===== src/rtl/service_sequencer.sv =====
// -----------------------------------------------------------------------------
// service_sequencer
//
// Top-level controller for the 4-digit mm:ss clock. Arbitrates which service
// owns the shared push buttons and the 7-segment display, chosen from the spdt
// switches (lowest index wins, no preemption once granted). Detects the alarm
// match and runs the ring sequence; any push dismisses the ring.
//
// Optional feature (macro SERVICE_SEQ_SNOOZE_EN): push_d alone during a ring
// snoozes it for SNOOZE_SECS seconds, after which the ring restarts.
//
// Parameters:
//   RING_SECS    seconds the ring lasts without dismissal (1..255)
//   SNOOZE_SECS  snooze delay in seconds, snooze build only (1..255)
//
// Ports:
//   clk        system clock
//   resetn     synchronous active-low reset
//   spdt[3:0]  service request switches, bit n requests service n
//   push_u/d/l/r  debounced one-cycle button pulses
//   tick_1hz   one-cycle pulse per second
//   cur_time   current time, BCD mm:ss
//   alarm      alarm time, BCD mm:ss
//   alarm_en   alarm armed
//   grant      one-hot owner of buttons/display (0 = none)
//   svc_push   routed pulses, [4n+3:4n] = {u,d,l,r} for service n
//   disp_src   display source: 0 clock, n service n, 3 ringing
//   ring       alarm sounding
// -----------------------------------------------------------------------------
module service_sequencer #(
  parameter int unsigned RING_SECS   = 30,
  parameter int unsigned SNOOZE_SECS = 60
) (
  input  logic        clk,
  input  logic        resetn,
  input  logic [3:0]  spdt,
  input  logic        push_u,
  input  logic        push_d,
  input  logic        push_l,
  input  logic        push_r,
  input  logic        tick_1hz,
  input  logic [15:0] cur_time,
  input  logic [15:0] alarm,
  input  logic        alarm_en,
  output logic [3:0]  grant,
  output logic [15:0] svc_push,
  output logic [1:0]  disp_src,
  output logic        ring
);

  // Elaboration-time guard on the parameter ranges.
  if (RING_SECS < 1 || RING_SECS > 255 || SNOOZE_SECS < 1 || SNOOZE_SECS > 255) begin : g_bad_param
    $error("service_sequencer: RING_SECS/SNOOZE_SECS must be in 1..255");
  end

  localparam logic [7:0] RING_LIM = 8'(RING_SECS);

`ifdef SERVICE_SEQ_SNOOZE_EN
  localparam logic [7:0] SNOOZE_LIM = 8'(SNOOZE_SECS);

  typedef enum logic [2:0] {
    ST_IDLE   = 3'd0,
    ST_SW     = 3'd1,
    ST_SVC    = 3'd2,
    ST_RING   = 3'd3,
    ST_SNOOZE = 3'd4
  } state_t;
`else
  typedef enum logic [2:0] {
    ST_IDLE = 3'd0,
    ST_SW   = 3'd1,
    ST_SVC  = 3'd2,
    ST_RING = 3'd3
  } state_t;
`endif

  state_t      state_q,    state_d;
  logic [3:0]  grant_q,    grant_d;
  logic [1:0]  owner_q,    owner_d;
  logic [15:0] svc_push_q, svc_push_d;
  logic [1:0]  disp_src_q, disp_src_d;
  logic        ring_q,     ring_d;
  logic        pend_q,     pend_d;
  logic [7:0]  ring_cnt_q, ring_cnt_d;
`ifdef SERVICE_SEQ_SNOOZE_EN
  logic [7:0]  snooze_cnt_q, snooze_cnt_d;
`endif

  logic [3:0] pushes;
  logic       any_push;
  logic       match;
  logic       req_valid;
  logic [1:0] req_idx;

  assign pushes   = {push_u, push_d, push_l, push_r};
  assign any_push = |pushes;
  assign match    = alarm_en & tick_1hz & (cur_time == alarm);
  assign req_valid = |spdt;

  // Lowest-index set request wins: scan downward so the last hit is the lowest.
  always_comb begin
    req_idx = 2'd0;
    for (int i = 3; i >= 0; i--) begin
      if (spdt[i]) req_idx = 2'(i);
    end
  end

  always_comb begin
    state_d    = state_q;
    grant_d    = grant_q;
    owner_d    = owner_q;
    pend_d     = pend_q;
    ring_cnt_d = ring_cnt_q;
    svc_push_d = '0;
`ifdef SERVICE_SEQ_SNOOZE_EN
    snooze_cnt_d = snooze_cnt_q;
`endif

    case (state_q)
      ST_IDLE: begin
        // A pending or fresh alarm beats any service request.
        if (pend_q || match) begin
          state_d    = ST_RING;
          pend_d     = 1'b0;
          ring_cnt_d = 8'd0;
        end else if (req_valid) begin
          state_d = ST_SW;
          grant_d = 4'b0001 << req_idx;
          owner_d = req_idx;
        end
      end

      // Owner-switch guard cycle: pushes are dropped here.
      ST_SW: begin
        if (match) pend_d = 1'b1;
        state_d = ST_SVC;
      end

      ST_SVC: begin
        if (match) pend_d = 1'b1;
        if (!spdt[owner_q]) begin
          state_d = ST_IDLE;
          grant_d = 4'b0000;
        end else begin
          svc_push_d[{owner_q, 2'b00} +: 4] = pushes;
        end
      end

      ST_RING: begin
        // A push wins over a same-cycle tick and is consumed, never forwarded.
        if (any_push) begin
`ifdef SERVICE_SEQ_SNOOZE_EN
          if (pushes == 4'b0100) begin
            state_d      = ST_SNOOZE;
            snooze_cnt_d = 8'd0;
          end else begin
            state_d = ST_IDLE;
          end
`else
          state_d = ST_IDLE;
`endif
        end else if (ring_cnt_q == RING_LIM) begin
          state_d = ST_IDLE;
        end else if (tick_1hz) begin
          ring_cnt_d = ring_cnt_q + 8'd1;
        end
      end

`ifdef SERVICE_SEQ_SNOOZE_EN
      ST_SNOOZE: begin
        if (any_push) begin
          state_d = ST_IDLE;
        end else if (snooze_cnt_q == SNOOZE_LIM) begin
          state_d    = ST_RING;
          ring_cnt_d = 8'd0;
        end else if (tick_1hz) begin
          snooze_cnt_d = snooze_cnt_q + 8'd1;
        end
      end
`endif

      default: begin
        state_d = ST_IDLE;
        grant_d = 4'b0000;
      end
    endcase

    // ring tracks the next state so the registered copy equals (state==RING).
    ring_d = (state_d == ST_RING);

    // disp_src follows the current state, so it lags the state by one cycle.
    case (state_q)
      ST_RING:       disp_src_d = 2'd3;
      ST_SW, ST_SVC: disp_src_d = owner_q;
      default:       disp_src_d = 2'd0;
    endcase
  end

  always_ff @(posedge clk) begin
    if (!resetn) begin
      state_q    <= ST_IDLE;
      grant_q    <= '0;
      owner_q    <= '0;
      svc_push_q <= '0;
      disp_src_q <= '0;
      ring_q     <= 1'b0;
      pend_q     <= 1'b0;
      ring_cnt_q <= '0;
`ifdef SERVICE_SEQ_SNOOZE_EN
      snooze_cnt_q <= '0;
`endif
    end else begin
      state_q    <= state_d;
      grant_q    <= grant_d;
      owner_q    <= owner_d;
      svc_push_q <= svc_push_d;
      disp_src_q <= disp_src_d;
      ring_q     <= ring_d;
      pend_q     <= pend_d;
      ring_cnt_q <= ring_cnt_d;
`ifdef SERVICE_SEQ_SNOOZE_EN
      snooze_cnt_q <= snooze_cnt_d;
`endif
    end
  end

  assign grant    = grant_q;
  assign svc_push = svc_push_q;
  assign disp_src = disp_src_q;
  assign ring     = ring_q;

endmodule

===== config.mk =====
export PLATFORM = sky130hd
export DESIGN_NAME = service_sequencer
export DESIGN_NICKNAME = d
export VERILOG_FILES = /design/src/rtl/service_sequencer.sv
export SDC_FILE = /design/constraint.sdc
export NUM_CORES = 1
export LEC_CHECK = 0
export CORE_AREA = 2 2 65 67
export DETAILED_ROUTE_END_ITERATION = 8
export DIE_AREA = 0 0 67 69
export GPL_TIMING_DRIVEN = 0
export PLACE_DENSITY = 0.8
export RECOVER_POWER = 100
export SYNTH_ARGS = -nofsm -noshare
export SYNTH_HDL_FRONTEND = slang
export SYNTH_SLANG_ARGS = --single-unit

===== constraint.sdc =====
create_clock -name clk -period 5.5 [get_ports clk]
set_input_delay 1.1 -clock clk [delete_from_list [all_inputs] [get_ports clk]]
set_output_delay 1.1 -clock clk [all_outputs]
set_load 0.02 [all_outputs]

==> metrics.md <==
| Metric | Value |
|---|---|
| PostCTS Resize Cnt | `0` |
| P_leak | `0.967 nW` |
| Remaining antenna violation count | `0` |
| Synth async-reset ratio | `0` |
| Routability Congestion | `0.774` |
| Fraction of layout cells with a size suffix above 1 | `0.0469` |
| Skew final | `0.0102 ns` |
| Sum Neg Setup Slack | `0 ns` |
| Status | `complete, no violations` |
| Syn Nets | `233` |
| Seq/Total Area, Yosys | `0.437` |
| Synth top area cells | `dfxtp_1 44%, xnor2_1 6.7%, and2_1 5.9%, xor2_1 4.7%, ha_1 4.4%` |
| Simple-gate area share of the yosys netlist | `0.251` |
| Multiplexer share of the synthesized area | `0.0362` |
| # port buffers | `65` |
| Hold Slack | `0.465 ns` |
| Post-synth EDFFs | `0` |
| Initial Utilization | `0.433` |
| Synth Area in Compound Gates | `0.0931` |
| Main combinational cell family by area after synthesis | `simple AND/OR/NAND/NOR gates` |
| Required time of the critical path | `5.70 ns` |
| YS warnings | `0` |
| DIE HEIGHT | `69 um` |
| Die Area | `0.00462 mm2` |
| Antenna violations before repair | `0` |
| CTS tree | `built` |
| Crit Path Class | `input pin to register` |
| Setup crit start kind | `input pin` |
| Yosys top cell by area | `dfxtp_1` |
| RSZ-0062 raised after global routing | `no` |
| Placed cell areas | `0.00241 mm2` |
| Post-CTS Setup Bufs | `0` |
| Placed cell count | `298` |
| CTS hold repair buffers | `0` |
| Via Count | `1537` |
| Yosys cell types | `39` |
| GRT overflow | `0` |
| Worst hold path class | `register to register` |
| Row count | `23` |
| Max clock buf depth | `2` |
| Chip Width | `67 um` |
| Detail Placement HPWL | `2830 um` |
| Fmax | `295 MHz` |
| DRC viols | `0` |
| Pre-Repair DR Iteration Count | `4` |
| Global-route wire length before repair | `6000 um` |
| Fin crit share | `0.617` |
| Cell Pwr Density | `211 mW/mm2` |
| Detailed router's first-iteration violation count | `21` |
| Setup crit end kind | `register` |
| Peak VDD IR | `0.125 mV` |
| Max-cap violation count | `0` |
| Total core area | `0.00391 mm2` |
| Final instance area | `0.00249 mm2` |
| Root buf cell | `clkbuf_8` |
| Synth Area per Inst | `9.26 um2` |
| Layout Cells excl Fill | `306` |
| Number of nets in the layout | `305` |
| Worst-Skew Late Latency | `0.29 ns` |
| TritonCTS Sinks | `37` |
| Pins Over Slew Limit | `0` |
| Worst-path clk slew | `0.08 ns` |
| Arrival time at the worst endpoint | `3.60 ns` |
| Seq cells post-synth | `37` |
| Total GRT Usage | `0.166` |
| Yosys top cell area share | `0.437` |
| Main synth FF type | `dfxtp_1` |
| Vias in the first global route | `1444` |
| Xor/xnor share of the synthesized area | `0.114` |
| Worst-margin pin slew | `0.906 ns` |
| Minimum clock period | `3.39 ns` |
| Crit-path max FO | `9` |
| IO Pins | `67` |
| Final Hold Vio Count | `0` |
| Final Setup Violations | `0` |
| N_diodes | `0` |
| WL/cell | `11.5 um` |
| Syn Inst Count | `183` |
| Vias per std cell | `5.02` |
| H-tree levels | `2` |
| Post-Synthesis Cell Area | `0.00169 mm2` |
| Adder-cell share of the synthesized area | `0.0443` |
| Post-synth top cells | `37 x dfxtp_1, 16 x and2_1, 15 x nor2_1` |
| TritonCTS Buffers | `5` |
| Wirelength, routed | `3520 um` |
| Count leader, synth | `dfxtp_1` |
| Synthesis-to-layout area growth | `47.2%` |
| Rel. slew slack | `0.390` |
| Largest net degree at the start of global routing | `13` |
## critical path, cell delays in order
cell and delay (ns):
dlygate4sd3_1 0.60, or4_1 0.51, or3_1 0.38, nor3_4 0.40, nand3_2 0.11, or3_1 0.35
a21oi_1 0.15
## power breakdown
part           internal (W)  switching [W]  total [W]  leakage (nW)
registers          0.000270     0.00000234   0.000273         0.299
clock network     0.0000873      0.0000939   0.000181        0.0439
logic             0.0000434      0.0000282  0.0000716         0.624
total              0.000401       0.000124   0.000525         0.967
## final cells by class
type                            instances  area, um2
Fill cell                             359       1420
Multi-Input combinational cell        136        916
Sequential cell                        37        741
Timing Repair Buffer                   65        651
Clock buffer                            5       68.8
Tap cell                               50       62.6
Inverter                                6       22.5
Clock inverter                          3       17.5
Buffer                                  4       15.0
## flip-flops by register name (all words and copies together), names as in the netlist
signal / cells
ring_cnt_q: 8
state_q: 3
pend_q: 1
svc_push: 16
owner_q: 2
ring: 1
disp_src: 2
grant: 4
## worst paths after layout
path / from / end / slack, ns / depth (start not counted)
max: push_u / ring_cnt_q[7] / 2.11 / 7
min: grant[3] / grant[3] / 0.46 / 2
max reg2reg: state_q[2] / ring_cnt_q[7] / 3.13 / 6
min reg2reg: grant[3] / grant[3] / 0.46 / 2
## metrics by stage
| step | worst slack (ns) | power [W] | utilization |
|---|---|---|---|
| finish | 2.11 | 0.000525 | 0.637 |
| global route | 1.97 | 0.000547 | 0.637 |
| CTS | 2.24 | 0.000532 | 0.637 |
| detailed placement | 1.94 | 0.000351 | 0.615 |
| global placement | 1.99 | 0.000350 | 0.615 |
| floorplan | 2.59 | 0.000309 | - |
## logic make-up (layout without fill, tap and decap cells)
kind of cell / after synthesis / in the layout
AOI/OAI and AO/OA: 25 / 25
xor gates and xnor gates: 22 / 22
adders and majority gates: 6 / 6
buffers and inverters: 10 / 83
DFF: 37 / 37
muxes: 6 / 6
other: 1 / 1
and+or+nand+nor: 76 / 76
## layout by cell type (no fill, tap or decap), types with 2 or more instances in the layout
cell type / instances
ha_1: 6
mux2i_1: 5
dlygate4sd3_1: 27
o211ai_1: 2
nand2_1: 12
and2_1: 3
clkdlybuf4s50_1: 38
o21ai_0: 7
nor2_1: 15
dfxtp_1: 37
xnor2_1: 13
a21o_1: 2
and3_1: 3
a21oi_1: 7
inv_1: 6
or3_1: 3
nand3_1: 2
xor2_1: 9
nor4_1: 3
clkinv_2: 2
nor3_1: 5
clkbuf_1: 4
clkbuf_8: 5
nand4_1: 6
a32o_1: 2
a221oi_1: 2
and2_0: 13
## routing by layer
metal / part of all wire / GRT usage
met1: 0.41 / 0.181
met2: 0.48 / 0.283
met3: 0.084 / 0.0701
met4: 0.017 / 0.0544
met5: 0 / 0
Power figures use the tool's default switching activity.
